==> config.mk <==
export PLATFORM = sky130hd
export DESIGN_NAME = clock_alarm_core_flat
export DESIGN_NICKNAME = d
export VERILOG_FILES = /design/src/rtl/clock_alarm_pkg.sv /design/src/rtl/clock_alarm_if.sv /design/src/rtl/bcd_mod_counter.sv /design/src/rtl/clock_alarm_core.sv /design/src/flat_wrapper.sv
export SDC_FILE = /design/constraint.sdc
export NUM_CORES = 1
export LEC_CHECK = 0
export ABC_AREA = 0
export CAP_MARGIN = 20
export CORE_MARGIN = 3
export CORE_UTILIZATION = 50
export DETAILED_ROUTE_END_ITERATION = 10
export HOLD_SLACK_MARGIN = 0.02
export PLACE_DENSITY = 0.71
export SYNTH_ARGS = -nofsm -noshare
export SYNTH_HDL_FRONTEND = slang
export SYNTH_HIERARCHICAL = 1
export SYNTH_SLANG_ARGS = --single-unit
==> constraint.sdc <==
create_clock -name clk -period 4.6 [get_ports clk]
set_input_delay 0.92 -clock clk [delete_from_list [all_inputs] [get_ports clk]]
set_output_delay 0.92 -clock clk [all_outputs]
set_load 0.02 [all_outputs]
==> src/rtl/clock_alarm_pkg.sv <==
// Shared types and BCD helpers for the
// alarm clock core.
package clock_alarm_pkg;

  typedef enum logic [2:0] {
    RUN,
    SET_H,
    SET_M,
    SET_S,
    AL_H,
    AL_M
  } state_e;

  localparam logic [7:0] BCD_59 = 8'h59;
  localparam logic [7:0] BCD_23 = 8'h23;

  function automatic logic [7:0] bcd_inc_wrap(
    input logic [7:0] v,
    input logic [7:0] max
  );
    if (v == max) return 8'h00;
    if (v[3:0] == 4'd9) return {v[7:4] + 4'd1, 4'd0};
    return {v[7:4], v[3:0] + 4'd1};
  endfunction

  function automatic logic [7:0] bcd_dec_wrap(
    input logic [7:0] v,
    input logic [7:0] max
  );
    if (v == 8'h00) return max;
    if (v[3:0] == 4'd0) return {v[7:4] - 4'd1, 4'd9};
    return {v[7:4], v[3:0] - 4'd1};
  endfunction

  // {pm, hh} for a 24h BCD hour shown in 12h form
  function automatic logic [8:0] to_12h(
    input logic [7:0] h
  );
    logic [6:0] b;
    logic [6:0] r;
    logic       p;
    b = 7'(h[7:4]) * 7'd10 + 7'(h[3:0]);
    p = (b >= 7'd12);
    if (b == 7'd0) r = 7'd12;
    else if (b > 7'd12) r = b - 7'd12;
    else r = b;
    if (r >= 7'd10) return {p, 4'd1, 4'(r - 7'd10)};
    return {p, 4'd0, 4'(r)};
  endfunction

endpackage

==> src/rtl/clock_alarm_if.sv <==
// Button pulses, switches and display bus
// between the panel logic and the core.
interface clock_alarm_if;
  logic       up_pulse;
  logic       down_pulse;
  logic       center_pulse;
  logic       snooze_pulse;
  logic       alarm_en;
  logic       mode_12h;
  logic [7:0] hh_bcd;
  logic [7:0] mm_bcd;
  logic [7:0] ss_bcd;
  logic       pm;
  logic [2:0] edit_sel;
  logic       alarm_view;
  logic       ringing;
  logic       sec_pulse;

  modport master (
    output up_pulse, down_pulse, center_pulse,
    output snooze_pulse, alarm_en, mode_12h,
    input  hh_bcd, mm_bcd, ss_bcd, pm,
    input  edit_sel, alarm_view, ringing, sec_pulse
  );

  modport slave (
    input  up_pulse, down_pulse, center_pulse,
    input  snooze_pulse, alarm_en, mode_12h,
    output hh_bcd, mm_bcd, ss_bcd, pm,
    output edit_sel, alarm_view, ringing, sec_pulse
  );
endinterface

==> src/rtl/bcd_mod_counter.sv <==
// Two-digit BCD counter wrapping 00..MAX_BCD;
// carry flags an increment out of MAX_BCD.
module bcd_mod_counter
  import clock_alarm_pkg::*;
#(
  parameter logic [7:0] MAX_BCD = 8'h59
) (
  input  logic       clk,
  input  logic       reset,
  input  logic [7:0] rst_val,
  input  logic       inc,
  input  logic       dec,
  input  logic       clr,
  output logic [7:0] q,
  output logic       carry
);

  always_ff @(posedge clk) begin
    if (reset) q <= rst_val;
    else if (clr) q <= 8'h00;
    else if (inc && !dec) q <= bcd_inc_wrap(q, MAX_BCD);
    else if (dec && !inc) q <= bcd_dec_wrap(q, MAX_BCD);
  end

  assign carry = inc && !dec && (q == MAX_BCD);

endmodule

==> src/rtl/clock_alarm_core.sv <==
// BCD time-of-day core with settable alarm,
// snooze/dismiss, 12h display and edit FSM.
module clock_alarm_core
  import clock_alarm_pkg::*;
#(
  parameter int unsigned TICK_DIV     = 100_000_000,
  parameter int unsigned SNOOZE_MIN   = 5,
  parameter int unsigned RING_S       = 60,
  parameter logic [7:0]  ALARM_RST_HH = 8'h07
) (
  input logic          clk,
  input logic          reset,
  clock_alarm_if.slave bus
);

  localparam int PW = (TICK_DIV > 2) ? $clog2(TICK_DIV) : 1;
  localparam logic [PW-1:0] PMAX = PW'(TICK_DIV - 1);
  localparam logic [11:0] SNZ_W = 12'(SNOOZE_MIN * 60);
  localparam logic [7:0]  RING_W = 8'(RING_S);

  state_e        state;
  logic [2:0]    edit_sel;
  logic          alarm_view;
  logic [PW-1:0] presc;
  logic [7:0]    ss, mm, hh, ahh, amm;
  logic          ss_c, mm_c;
  logic          hh_unused, ahh_unused, amm_unused;
  logic [7:0]    ring_cnt;
  logic [11:0]   snz_cnt;
  logic          ringing;
  logic          run_st, tick, up, dn, hit;
  logic [7:0]    mm_nx, hh_nx, hh_sel;
  logic [8:0]    h12;

  assign run_st = state inside {RUN, AL_H, AL_M};
  assign tick = run_st && (presc == PMAX);
  assign up = bus.up_pulse & ~bus.down_pulse;
  assign dn = bus.down_pulse & ~bus.up_pulse;

  always_ff @(posedge clk) begin
    if (reset || !run_st) presc <= '0;
    else if (presc == PMAX) presc <= '0;
    else presc <= presc + PW'(1);
  end

  bcd_mod_counter #(.MAX_BCD(BCD_59)) u_ss (
    .clk(clk), .reset(reset), .rst_val(8'h00),
    .inc(tick), .dec(1'b0),
    .clr((state == SET_S) && (up || dn)),
    .q(ss), .carry(ss_c)
  );

  bcd_mod_counter #(.MAX_BCD(BCD_59)) u_mm (
    .clk(clk), .reset(reset), .rst_val(8'h00),
    .inc(ss_c || (state == SET_M && up)),
    .dec(state == SET_M && dn), .clr(1'b0),
    .q(mm), .carry(mm_c)
  );

  bcd_mod_counter #(.MAX_BCD(BCD_23)) u_hh (
    .clk(clk), .reset(reset), .rst_val(8'h00),
    .inc((ss_c && mm_c) || (state == SET_H && up)),
    .dec(state == SET_H && dn), .clr(1'b0),
    .q(hh), .carry(hh_unused)
  );

  bcd_mod_counter #(.MAX_BCD(BCD_23)) u_ahh (
    .clk(clk), .reset(reset), .rst_val(ALARM_RST_HH),
    .inc(state == AL_H && up),
    .dec(state == AL_H && dn), .clr(1'b0),
    .q(ahh), .carry(ahh_unused)
  );

  bcd_mod_counter #(.MAX_BCD(BCD_59)) u_amm (
    .clk(clk), .reset(reset), .rst_val(8'h00),
    .inc(state == AL_M && up),
    .dec(state == AL_M && dn), .clr(1'b0),
    .q(amm), .carry(amm_unused)
  );

  // compare against the time this tick is about to produce
  assign mm_nx = bcd_inc_wrap(mm, BCD_59);
  assign hh_nx = (mm == BCD_59) ? bcd_inc_wrap(hh, BCD_23) : hh;
  assign hit = bus.alarm_en && ss_c &&
               (hh_nx == ahh) && (mm_nx == amm);

  always_ff @(posedge clk) begin
    if (reset) begin
      ringing  <= 1'b0;
      ring_cnt <= 8'd0;
      snz_cnt  <= 12'd0;
    end else if (!bus.alarm_en) begin
      ringing <= 1'b0;
      snz_cnt <= 12'd0;
    end else if (ringing && bus.center_pulse) begin
      ringing <= 1'b0;
      snz_cnt <= 12'd0;
    end else if (ringing && bus.snooze_pulse) begin
      ringing <= 1'b0;
      snz_cnt <= SNZ_W;
    end else if (hit || (tick && snz_cnt == 12'd1)) begin
      ringing  <= 1'b1;
      ring_cnt <= RING_W;
      snz_cnt  <= 12'd0;
    end else if (tick) begin
      if (snz_cnt != 12'd0) snz_cnt <= snz_cnt - 12'd1;
      if (ringing) begin
        ring_cnt <= ring_cnt - 8'd1;
        if (ring_cnt == 8'd1) ringing <= 1'b0;
      end
    end
  end

  // a dismiss press is consumed, so the FSM holds while ringing
  always_ff @(posedge clk) begin
    if (reset) begin
      state      <= RUN;
      edit_sel   <= 3'b000;
      alarm_view <= 1'b0;
    end else if (bus.center_pulse && !ringing) begin
      unique case (state)
        RUN: begin
          state <= SET_H; edit_sel <= 3'b100; alarm_view <= 1'b0;
        end
        SET_H: begin
          state <= SET_M; edit_sel <= 3'b010; alarm_view <= 1'b0;
        end
        SET_M: begin
          state <= SET_S; edit_sel <= 3'b001; alarm_view <= 1'b0;
        end
        SET_S: begin
          state <= AL_H; edit_sel <= 3'b100; alarm_view <= 1'b1;
        end
        AL_H: begin
          state <= AL_M; edit_sel <= 3'b010; alarm_view <= 1'b1;
        end
        default: begin
          state <= RUN; edit_sel <= 3'b000; alarm_view <= 1'b0;
        end
      endcase
    end
  end

  assign hh_sel = alarm_view ? ahh : hh;
  assign h12 = to_12h(hh_sel);

  assign bus.hh_bcd = bus.mode_12h ? h12[7:0] : hh_sel;
  assign bus.pm = bus.mode_12h & h12[8];
  assign bus.mm_bcd = alarm_view ? amm : mm;
  assign bus.ss_bcd = alarm_view ? 8'h00 : ss;
  assign bus.edit_sel = edit_sel;
  assign bus.alarm_view = alarm_view;
  assign bus.ringing = ringing;
  assign bus.sec_pulse = tick;

endmodule

==> src/flat_wrapper.sv <==
// flat-port wrapper written by rule: the top's interface ports become plain ports
module clock_alarm_core_flat import clock_alarm_pkg::*;
#(
  parameter int unsigned TICK_DIV     = 100_000_000,
  parameter int unsigned SNOOZE_MIN   = 5,
  parameter int unsigned RING_S       = 60,
  parameter logic [7:0]  ALARM_RST_HH = 8'h07
)
  (clk, reset, bus_up_pulse, bus_down_pulse, bus_center_pulse, bus_snooze_pulse, bus_alarm_en, bus_mode_12h, bus_hh_bcd, bus_mm_bcd, bus_ss_bcd, bus_pm, bus_edit_sel, bus_alarm_view, bus_ringing, bus_sec_pulse);
  clock_alarm_if bus_i ();
  input logic clk;
  input logic reset;
  input wire logic [$bits(bus_i.up_pulse)-1:0] bus_up_pulse;
  input wire logic [$bits(bus_i.down_pulse)-1:0] bus_down_pulse;
  input wire logic [$bits(bus_i.center_pulse)-1:0] bus_center_pulse;
  input wire logic [$bits(bus_i.snooze_pulse)-1:0] bus_snooze_pulse;
  input wire logic [$bits(bus_i.alarm_en)-1:0] bus_alarm_en;
  input wire logic [$bits(bus_i.mode_12h)-1:0] bus_mode_12h;
  output wire logic [$bits(bus_i.hh_bcd)-1:0] bus_hh_bcd;
  output wire logic [$bits(bus_i.mm_bcd)-1:0] bus_mm_bcd;
  output wire logic [$bits(bus_i.ss_bcd)-1:0] bus_ss_bcd;
  output wire logic [$bits(bus_i.pm)-1:0] bus_pm;
  output wire logic [$bits(bus_i.edit_sel)-1:0] bus_edit_sel;
  output wire logic [$bits(bus_i.alarm_view)-1:0] bus_alarm_view;
  output wire logic [$bits(bus_i.ringing)-1:0] bus_ringing;
  output wire logic [$bits(bus_i.sec_pulse)-1:0] bus_sec_pulse;
  assign bus_i.up_pulse = bus_up_pulse;
  assign bus_i.down_pulse = bus_down_pulse;
  assign bus_i.center_pulse = bus_center_pulse;
  assign bus_i.snooze_pulse = bus_snooze_pulse;
  assign bus_i.alarm_en = bus_alarm_en;
  assign bus_i.mode_12h = bus_mode_12h;
  assign bus_hh_bcd = bus_i.hh_bcd;
  assign bus_mm_bcd = bus_i.mm_bcd;
  assign bus_ss_bcd = bus_i.ss_bcd;
  assign bus_pm = bus_i.pm;
  assign bus_edit_sel = bus_i.edit_sel;
  assign bus_alarm_view = bus_i.alarm_view;
  assign bus_ringing = bus_i.ringing;
  assign bus_sec_pulse = bus_i.sec_pulse;
  clock_alarm_core #(.TICK_DIV(TICK_DIV), .SNOOZE_MIN(SNOOZE_MIN), .RING_S(RING_S), .ALARM_RST_HH(ALARM_RST_HH)) u_core (.clk(clk), .reset(reset), .bus(bus_i));
endmodule
==> report_table.html, run 1 <==
<table>
<tr><th>Metric</th><th>Value</th></tr>
<tr><th colspan="2">Detailed routing</th></tr>
<tr><td>Post-Route WL</td><td>19.5 mm</td></tr>
<tr><td>Per-cell via count in the routed design</td><td>~5.7</td></tr>
<tr><td>Number of search-and-repair iterations in the first detailed-routing pass</td><td>6</td></tr>
<tr><td>Vias post-DR</td><td>7307</td></tr>
<tr><td>Number of DRC markers in iteration 0</td><td>slightly below 500</td></tr>
<tr><td>Detailed-route DRC error count</td><td>0</td></tr>
<tr><td>Post-detailed-route count of antenna-violating nets</td><td>0</td></tr>
<tr><td>WL per Instance</td><td>approximately 15 µm</td></tr>
<tr><th colspan="2">CTS</th></tr>
<tr><td>Number of buffers added by the clock tree synthesis step</td><td>9</td></tr>
<tr><td>Clock tree from TritonCTS</td><td>built</td></tr>
<tr><td>Number of clock sinks</td><td>94</td></tr>
<tr><td>Clk root buf</td><td>sky130_fd_sc_hd__clkbuf_16</td></tr>
<tr><td>CTS hold repair buffers</td><td>0</td></tr>
<tr><td>Maximum buffer depth of the clock tree</td><td>2</td></tr>
<tr><td>Clock latency of the later-clocked register in the worst-skew pair</td><td>~0.35 ns</td></tr>
<tr><td>Depth of the CTS H-tree</td><td>3</td></tr>
<tr><td>Clock-pin slew on the worst setup and hold paths</td><td>roughly 0.07 ns</td></tr>
<tr><th colspan="2">STA</th></tr>
<tr><td>Headroom to the max-slew limit</td><td>45.2%</td></tr>
<tr><td>Transition time of the tightest slew-check pin</td><td>between 0.8 and 0.9 ns</td></tr>
<tr><td>Setup repair after global routing missed its margin</td><td>true</td></tr>
<tr><td>Final Setup Violations</td><td>4</td></tr>
<tr><td>Number of hold violations in the final report</td><td>0</td></tr>
<tr><td>Max-slew violations</td><td>0</td></tr>
<tr><td>Worst Hold Margin</td><td>0.478 ns</td></tr>
<tr><td>Worst setup margin</td><td>-0.236 ns</td></tr>
<tr><td>Final period utilization</td><td>105%</td></tr>
<tr><td>Fin crit period</td><td>4.84 ns</td></tr>
<tr><td>Accumulated negative setup slack</td><td>-0.824 ns</td></tr>
<tr><td>Max Freq</td><td>207 MHz</td></tr>
<tr><td>Final clock skew</td><td>~0.0088 ns</td></tr>
<tr><th colspan="2">Synthesis</th></tr>
<tr><td>Post-synthesis average cell area</td><td>about 8.5 µm²</td></tr>
<tr><td>Post-synthesis instance total</td><td>about 950</td></tr>
<tr><td>Number of warnings printed during yosys synthesis</td><td>6</td></tr>
<tr><td>Cell area after technology mapping</td><td>slightly above 8000 µm²</td></tr>
<tr><th colspan="2">GRT</th></tr>
<tr><td>GR met2 Demand/Resource</td><td>between 30% and 40%</td></tr>
<tr><td>Global-route layer with the greatest usage</td><td>met2</td></tr>
<tr><td>Antenna violations before repair</td><td>0</td></tr>
<tr><td>Global-route wire length before repair</td><td>between 30 and 40 mm</td></tr>
<tr><td>Met1 global-route usage</td><td>between 30% and 40%</td></tr>
<tr><td>Largest net degree at the start of global routing</td><td>32</td></tr>
<tr><td>Via count of the first global-routing pass</td><td>6836</td></tr>
<tr><td>Tot GR Track Use</td><td>between 20% and 30%</td></tr>
<tr><td>GR Overflow Total</td><td>0</td></tr>
<tr><td>GR met3 Demand/Resource</td><td>3.16%</td></tr>
<tr><th colspan="2">Power</th></tr>
<tr><td>Power per Cell Area</td><td>299 nW/µm²</td></tr>
<tr><td>Leakage</td><td>approximately 3.8 nW</td></tr>
<tr><td>Total power</td><td>2.88 mW</td></tr>
<tr><td>VDD IR max</td><td>around 0.18 mV</td></tr>
<tr><th colspan="2">Critical path</th></tr>
<tr><td>Startpoint class of the critical path</td><td>flop</td></tr>
<tr><td>Critical path required time</td><td>3.68 ns</td></tr>
<tr><td>Launching element of the worst setup path</td><td>u_core/state[2]$_SDFFE_PP0P_</td></tr>
<tr><td>R2r startpoint</td><td>u_core/state[2]$_SDFFE_PP0P_</td></tr>
<tr><td>Worst Reg2Reg Path Length in Cells</td><td>18</td></tr>
<tr><td>Crit Reg-Reg Endpoint</td><td>u_core/u_hh/q[4]$_DFFE_PP_</td></tr>
<tr><td>Critical path fanouts, max</td><td>7</td></tr>
<tr><td>Critical path data arrival time</td><td>around 3.9 ns</td></tr>
<tr><td>R2r setup slk</td><td>around 0.57 ns</td></tr>
<tr><td>Critical setup path kind</td><td>flop to output port</td></tr>
<tr><td>Endpoint class of the critical path</td><td>output port</td></tr>
<tr><th colspan="2">Run status</th></tr>
<tr><td>Violations in the final reports</td><td>setup timing</td></tr>
<tr><td>Status</td><td>finished with violations</td></tr>
<tr><th colspan="2">Cells and area</th></tr>
<tr><td>Post-route non-filler standard cell count</td><td>~1300</td></tr>
<tr><td>Net count reported at finish</td><td>approximately 1100</td></tr>
<tr><td>Post-synthesis to final-layout area growth</td><td>20.0%</td></tr>
<tr><td>Number of fillers in the final layout</td><td>around 1300</td></tr>
<tr><td>Non-Filler Cell Area, Final</td><td>slightly below 10000 µm²</td></tr>
<tr><td>Layout cells sized above 1</td><td>14.5%</td></tr>
<tr><td>Antenna diode instance count</td><td>0</td></tr>
<tr><td>Utilization of the core after routing</td><td>between 60 and 70%</td></tr>
<tr><th colspan="2">Worst hold path</th></tr>
<tr><td>Hold EP</td><td>u_core/presc[0]$_SDFF_PP0_</td></tr>
<tr><td>Number of stages on the worst hold path</td><td>1</td></tr>
<tr><td>Worst Hold Class</td><td>flop to flop</td></tr>
<tr><td>Worst min-delay path startpoint</td><td>u_core/presc[0]$_SDFF_PP0_</td></tr>
<tr><th colspan="2">Die</th></tr>
<tr><td>Die outline area</td><td>about 18000 µm²</td></tr>
<tr><td>Num ports</td><td>39</td></tr>
<tr><td>Core area</td><td>between 15000 and 20000 µm²</td></tr>
<tr><td>Floorplan die width</td><td>133 µm</td></tr>
<tr><td>Placement row count</td><td>45</td></tr>
<tr><td>DIE HEIGHT</td><td>about 130 µm</td></tr>
<tr><td>Initial cell density of the core</td><td>approximately half</td></tr>
<tr><th colspan="2">Placed design</th></tr>
<tr><td>I/O Buffers</td><td>38</td></tr>
<tr><td>Dpl cells</td><td>1262</td></tr>
<tr><td>HPWL after detailed placement</td><td>between 10 and 15 mm</td></tr>
<tr><td>Area of placed instances</td><td>roughly 9000 µm²</td></tr>
<tr><td>Post-Place Worst Slack</td><td>-0.424 ns</td></tr>
<tr><td>Global placement routability congestion</td><td>between 0.8 and 0.9</td></tr>
<tr><th colspan="2">Flow run</th></tr>
<tr><td>Max Cap Violations</td><td>0</td></tr>
</table>
==> worst max-delay path, stage by stage, from the launching register on <==
cell	delay (ns)
sky130_fd_sc_hd__dfxtp_4	0.43
sky130_fd_sc_hd__mux2i_4	0.26
sky130_fd_sc_hd__inv_2	0.07
sky130_fd_sc_hd__ha_4	0.27
sky130_fd_sc_hd__ha_4	0.12
sky130_fd_sc_hd__inv_2	0.03
sky130_fd_sc_hd__fa_2	0.57
sky130_fd_sc_hd__nor2b_4	0.06
sky130_fd_sc_hd__o21ai_2	0.09
sky130_fd_sc_hd__nor3b_2	0.08
sky130_fd_sc_hd__or2_4	0.28
sky130_fd_sc_hd__buf_6	0.13
sky130_fd_sc_hd__buf_6	0.11
sky130_fd_sc_hd__a32o_2	0.28
sky130_fd_sc_hd__o21bai_4	0.17
sky130_fd_sc_hd__mux2_4	0.33
sky130_fd_sc_hd__mux2i_4	0.14
sky130_fd_sc_hd__buf_6	0.14
==> worst max-delay path by stage <==
stage          cells past startpoint             to
2_1_floorplan                     18  bus_hh_bcd[2]
3_3_place_gp                      17  bus_hh_bcd[2]
3_5_place_dp                      17  bus_hh_bcd[2]
4_1_cts                           17  bus_hh_bcd[2]
5_1_grt                           17  bus_hh_bcd[2]
6_report                          17  bus_hh_bcd[2]
==> placed cells by master, fill, tap and decap left out, drive strengths merged, types with 13 or more instances in the layout <==
cell           instances
nand3                 45
buf                   65
nand2b                20
nand2                 82
dfxtp                 54
a22o                  20
o21ai                 38
edfxtp                40
nor2b                 19
conb                  52
mux2                  13
xor2                  25
nor2                  99
ha                    60
clkdlybuf4s50         32
nor3                  22
mux2i                 14
a21oi                 27
and2                  14
inv                   62
nand4                 25
xnor2                 30
a21o                  14
==> registers in the layout, summed over array words and instances, names as in the netlist <==
name and flops:
u_core/bus.edit_sel 3, u_core/bus.ringing 1, u_core/presc 27, u_core/ring_cnt 8, u_core/snz_cnt 12, u_core/state 3
u_core/u_ahh/q 8, u_core/u_amm/q 8, u_core/u_hh/q 8, u_core/u_mm/q 8, u_core/u_ss/q 8
==> metal layers <==
layer	up-vias	wire length, µm
li1	3659	-
met4	0	353
met1	3469	8990
met3	35	785
met5	-	0
met2	144	9330
==> cell type report <==
type | instances | area (µm²) | share of cell area (%)
timing repair buffer | 98 | 841 | 8.71
inverter | 59 | 221 | 2.30
sequential | 94 | 2290 | 23.7
clock inverter | 6 | 60.1 | 0.622
multi-input combinational | 814 | 5740 | 59.5
tap | 211 | 264 | 2.74
clock buffer | 10 | 239 | 2.48
==> report_power, final <==
group          internal (mW)  switching, mW
clock network          0.397          0.356
registers              0.925         0.0751
logic                  0.559          0.572
total                   1.88           1.00
==> timing repair <==
item,CTS,global route
resized for setup,35,14
gates cloned,0,0
buffers inserted,12,2
endpoints found under the hold margin,0,0
endpoints found under the setup margin,4,9
pin swaps,10,3
Power figures use the tool's default switching activity.
==> run 2: changes to the inputs <==
Clock period 4.6 ns to 4.1 ns, I/O delays scaled along.
==> report_table.html, run 2 (synthesis results as in run 1) <==
<table>
<tr><th>Metric</th><th>Value</th></tr>
<tr><th colspan="2">STA</th></tr>
<tr><td>Number of hold violations in the final report</td><td>0 (unchanged)</td></tr>
<tr><td>Fin crit period</td><td>4.76 ns</td></tr>
<tr><td>Max-slew violations</td><td>0 (unchanged)</td></tr>
<tr><td>Final period utilization</td><td>116%</td></tr>
<tr><td>Accumulated negative setup slack</td><td>-2.46 ns (-1.64 ns)</td></tr>
<tr><td>Headroom to the max-slew limit</td><td>47.0% (+1.8 points)</td></tr>
<tr><td>Setup repair after global routing missed its margin</td><td>true</td></tr>
<tr><td>Max Freq</td><td>around 210 MHz</td></tr>
<tr><td>Final Setup Violations</td><td>4 (unchanged)</td></tr>
<tr><td>Final clock skew</td><td>0.00668 ns (-0.00214 ns)</td></tr>
<tr><td>Worst setup margin</td><td>-0.660 ns (-0.423 ns)</td></tr>
<tr><td>Transition time of the tightest slew-check pin</td><td>0.793 ns (-0.0263 ns)</td></tr>
<tr><th colspan="2">Placed design</th></tr>
<tr><td>Global placement routability congestion</td><td>0.907 (+3.7%)</td></tr>
<tr><td>I/O Buffers</td><td>38 (unchanged)</td></tr>
<tr><td>HPWL after detailed placement</td><td>14.2 mm (about the same)</td></tr>
<tr><td>Dpl cells</td><td>1282 (+1.6%)</td></tr>
<tr><th colspan="2">Die</th></tr>
<tr><td>Die outline area</td><td>17600 µm² (unchanged)</td></tr>
<tr><td>DIE HEIGHT</td><td>133 µm (unchanged)</td></tr>
<tr><td>Initial cell density of the core</td><td>51.9% (unchanged)</td></tr>
<tr><td>Core area</td><td>15500 µm² (unchanged)</td></tr>
<tr><td>Placement row count</td><td>45 (unchanged)</td></tr>
<tr><td>Floorplan die width</td><td>133 µm (unchanged)</td></tr>
<tr><td>Num ports</td><td>39 (unchanged)</td></tr>
<tr><th colspan="2">CTS</th></tr>
<tr><td>Number of buffers added by the clock tree synthesis step</td><td>9 (unchanged)</td></tr>
<tr><td>Clock tree from TritonCTS</td><td>built</td></tr>
<tr><td>Clk root buf</td><td>sky130_fd_sc_hd__clkbuf_16</td></tr>
<tr><td>Clock latency of the later-clocked register in the worst-skew pair</td><td>0.35 ns (about the same)</td></tr>
<tr><td>Maximum buffer depth of the clock tree</td><td>2 (unchanged)</td></tr>
<tr><td>Clock-pin slew on the worst setup and hold paths</td><td>0.08 ns (about the same)</td></tr>
<tr><td>Number of clock sinks</td><td>94 (unchanged)</td></tr>
<tr><td>Depth of the CTS H-tree</td><td>3 (unchanged)</td></tr>
<tr><th colspan="2">Detailed routing</th></tr>
<tr><td>Number of search-and-repair iterations in the first detailed-routing pass</td><td>5 (-1)</td></tr>
<tr><td>Detailed-route DRC error count</td><td>0 (unchanged)</td></tr>
<tr><td>Per-cell via count in the routed design</td><td>5.59 (-1.2%)</td></tr>
<tr><td>Post-Route WL</td><td>19.3 mm (-0.76%)</td></tr>
<tr><td>Post-detailed-route count of antenna-violating nets</td><td>0 (unchanged)</td></tr>
<tr><td>Vias post-DR</td><td>7306 (-0.014%)</td></tr>
<tr><td>WL per Instance</td><td>14.8 µm (-1.9%)</td></tr>
<tr><td>Number of DRC markers in iteration 0</td><td>518 (+6.4%)</td></tr>
<tr><th colspan="2">Critical path</th></tr>
<tr><td>Slowest Stage Delay on Critical Path</td><td>0.42 ns (-0.15 ns)</td></tr>
<tr><td>Worst path slowest cell</td><td>sky130_fd_sc_hd__dfxtp_4</td></tr>
<tr><td>Critical path data arrival time</td><td>3.94 ns (+0.02 ns)</td></tr>
<tr><td>Critical path fanouts, max</td><td>6 (-1)</td></tr>
<tr><td>Critical path required time</td><td>3.28 ns (-0.40 ns)</td></tr>
<tr><td>Startpoint class of the critical path</td><td>flop</td></tr>
<tr><td>R2r startpoint</td><td>u_core/state[2]$_SDFFE_PP0P_</td></tr>
<tr><td>Worst Reg2Reg Path Length in Cells</td><td>19 (+1)</td></tr>
<tr><td>Ordered cell list for the critical path</td><td>mux2i_4 &gt; inv_2 &gt; ha_4 &gt; ha_4 &gt; inv_2 &gt; fa_2 &gt; xor2_4 &gt; a2111oi_4 &gt; or2_4 &gt; nor2_2 &gt; a21oi_2 &gt; ha_2 &gt; a21boi_4 &gt; o21bai_4 &gt; mux2_4 &gt; mux2i_4 &gt; buf_6</td></tr>
<tr><td>Critical setup path kind</td><td>flop to output port</td></tr>
<tr><td>Crit Reg-Reg Endpoint</td><td>u_core/u_hh/q[6]$_DFFE_PP_</td></tr>
<tr><td>R2r setup slk</td><td>0.37 ns (-0.20 ns)</td></tr>
<tr><td>Endpoint class of the critical path</td><td>output port</td></tr>
<tr><th colspan="2">Cells and area</th></tr>
<tr><td>Most common cell after layout, fill and taps aside</td><td>sky130_fd_sc_hd__nor2_1</td></tr>
<tr><td>Layout cells sized above 1</td><td>16.1% (+1.6 points)</td></tr>
<tr><td>Antenna diode instance count</td><td>0 (unchanged)</td></tr>
<tr><td>Most flop-heavy register</td><td>u_core/presc</td></tr>
<tr><td>Post-route non-filler standard cell count</td><td>1307 (+1.2%)</td></tr>
<tr><td>Flip-flop count of the largest register, all copies and words added</td><td>27 (unchanged)</td></tr>
<tr><td>Largest registers</td><td>u_core/presc (27), u_core/snz_cnt (12)</td></tr>
<tr><td>Most used cells in the layout excluding fill and tap cells</td><td>sky130_fd_sc_hd__nor2_1, sky130_fd_sc_hd__nand2_1, sky130_fd_sc_hd__buf_4</td></tr>
<tr><td>Post-synthesis to final-layout area growth</td><td>21.9%</td></tr>
<tr><td>Net count reported at finish</td><td>1161 (+1.3%)</td></tr>
<tr><th colspan="2">Run status</th></tr>
<tr><td>Violations in the final reports</td><td>setup timing</td></tr>
<tr><td>Status</td><td>finished with violations</td></tr>
<tr><th colspan="2">Power</th></tr>
<tr><td>Fraction of power consumed by sequential logic</td><td>33.8% (-0.9 points)</td></tr>
<tr><td>Switching power</td><td>1.16 mW (+15%)</td></tr>
<tr><td>VDD IR max</td><td>0.261 mV (+49%)</td></tr>
<tr><td>Total power</td><td>3.29 mW (+14%)</td></tr>
<tr><td>Switching fraction of total power</td><td>35.2% (+0.39 points)</td></tr>
<tr><td>Internal Pwr Total</td><td>2.14 mW (+14%)</td></tr>
<tr><td>Part of the power in combinational logic</td><td>39.9% (+0.7 points)</td></tr>
<tr><td>Power per Cell Area</td><td>336 nW/µm² (+12%)</td></tr>
<tr><td>Part of the power in the clock network</td><td>26.3% (+0.2 points)</td></tr>
<tr><td>Leakage</td><td>3.91 nW (+1.8%)</td></tr>
<tr><th colspan="2">GRT</th></tr>
<tr><td>GR Overflow Total</td><td>0 (unchanged)</td></tr>
<tr><td>Largest net degree at the start of global routing</td><td>26 (-19%)</td></tr>
<tr><td>Via count of the first global-routing pass</td><td>6790 (-0.67%)</td></tr>
<tr><td>Antenna violations before repair</td><td>0 (unchanged)</td></tr>
<tr><td>Tot GR Track Use</td><td>21.8% (-0.13 points)</td></tr>
<tr><td>Global-route wire length before repair</td><td>32.6 mm (-0.36%)</td></tr>
<tr><th colspan="2">Worst hold path</th></tr>
<tr><td>Number of stages on the worst hold path</td><td>1 (unchanged)</td></tr>
<tr><td>Hold EP</td><td>u_core/presc[0]$_SDFF_PP0_</td></tr>
<tr><td>Worst Hold Class</td><td>flop to flop</td></tr>
<tr><td>Worst min-delay path startpoint</td><td>u_core/presc[0]$_SDFF_PP0_</td></tr>
<tr><th colspan="2">Flow run</th></tr>
<tr><td>Max Cap Violations</td><td>0 (unchanged)</td></tr>
</table>
==> run 2: power by group through the flow <==
stage	clock network, mW	logic (mW)	registers (mW)
3_5_place_dp	0	1.15	1.14
2_1_floorplan	0	0.753	1.14
5_1_grt	0.927	1.43	1.13
3_3_place_gp	0	1.14	1.13
6_report	0.866	1.31	1.11
4_1_cts	0.896	1.26	1.11
==> run 2: through the flow <==
step | setup slack (ns) | hold slack [ns] | instance area [µm²] | utilization, %
2_1_floorplan | -0.469 | 0.437 | 8340 | -
3_3_place_gp | -0.720 | 0.455 | 9300 | 60.1
3_5_place_dp | -0.800 | 0.471 | 9300 | 60.1
4_1_cts | -0.579 | 0.487 | 9730 | 62.8
5_1_grt | -0.791 | 0.495 | 9800 | 63.3
6_report | -0.660 | 0.486 | 9800 | 63.3
==> run 2: area by class of cell <==
type                            count  area (µm²)
Sequential cell                    94        2290
Clock buffer                        9         225
Multi-Input combinational cell    814        5780
Tap cell                          211         264
Clock inverter                      7        86.3
Timing Repair Buffer              113         938
Inverter                           59         221
Fill cell                        1357        5680
==> run 2: worst max-delay path by stage <==
| stage | startpoint | endpoint | slack (ns) |
|---|---|---|---|
| 2_1_floorplan | u_core/state[2]$_SDFFE_PP0P_ | bus_hh_bcd[2] | -0.47 |
| 3_3_place_gp | u_core/state[2]$_SDFFE_PP0P_ | bus_hh_bcd[2] | -0.72 |
| 3_5_place_dp | u_core/state[2]$_SDFFE_PP0P_ | bus_hh_bcd[2] | -0.80 |
| 4_1_cts | u_core/state[2]$_SDFFE_PP0P_ | bus_hh_bcd[2] | -0.58 |
| 5_1_grt | u_core/state[2]$_SDFFE_PP0P_ | bus_hh_bcd[2] | -0.79 |
| 6_report | u_core/state[2]$_SDFFE_PP0P_ | bus_hh_bcd[2] | -0.66 |
==> run 2: per-layer routing <==
metal / routed length [µm] / track usage [%] / share of wire (%) / vias to the layer above
met5: 0 / 0 / 0 / -
met1: 9020 / 29.8 / 47 / 3421
met4: 201 / 4.45 / 1.0 / 0
met2: 9290 / 36.4 / 48 / 164
met3: 793 / 3.92 / 4.1 / 21
li1: - / - / - / 3700
==> run 2: critical path, delay by kind of cell (launching register included) <==
family	cells	cell delay (ns)
and+or+nand+nor	2	0.27
DFF	1	0.42
adders and majority gates	4	0.97
AOI/OAI and AO/OA	4	0.79
muxes	3	0.71
xor gates and xnor gates	1	0.19
buffers and inverters	3	0.24
==> run 2: timing repair <==
action	CTS	global route
hold buffers	0	0
setup buffers	4	5
resized for setup	42	12
pin swaps	11	4
cloned	0	0
endpoints found under the setup margin	5	10
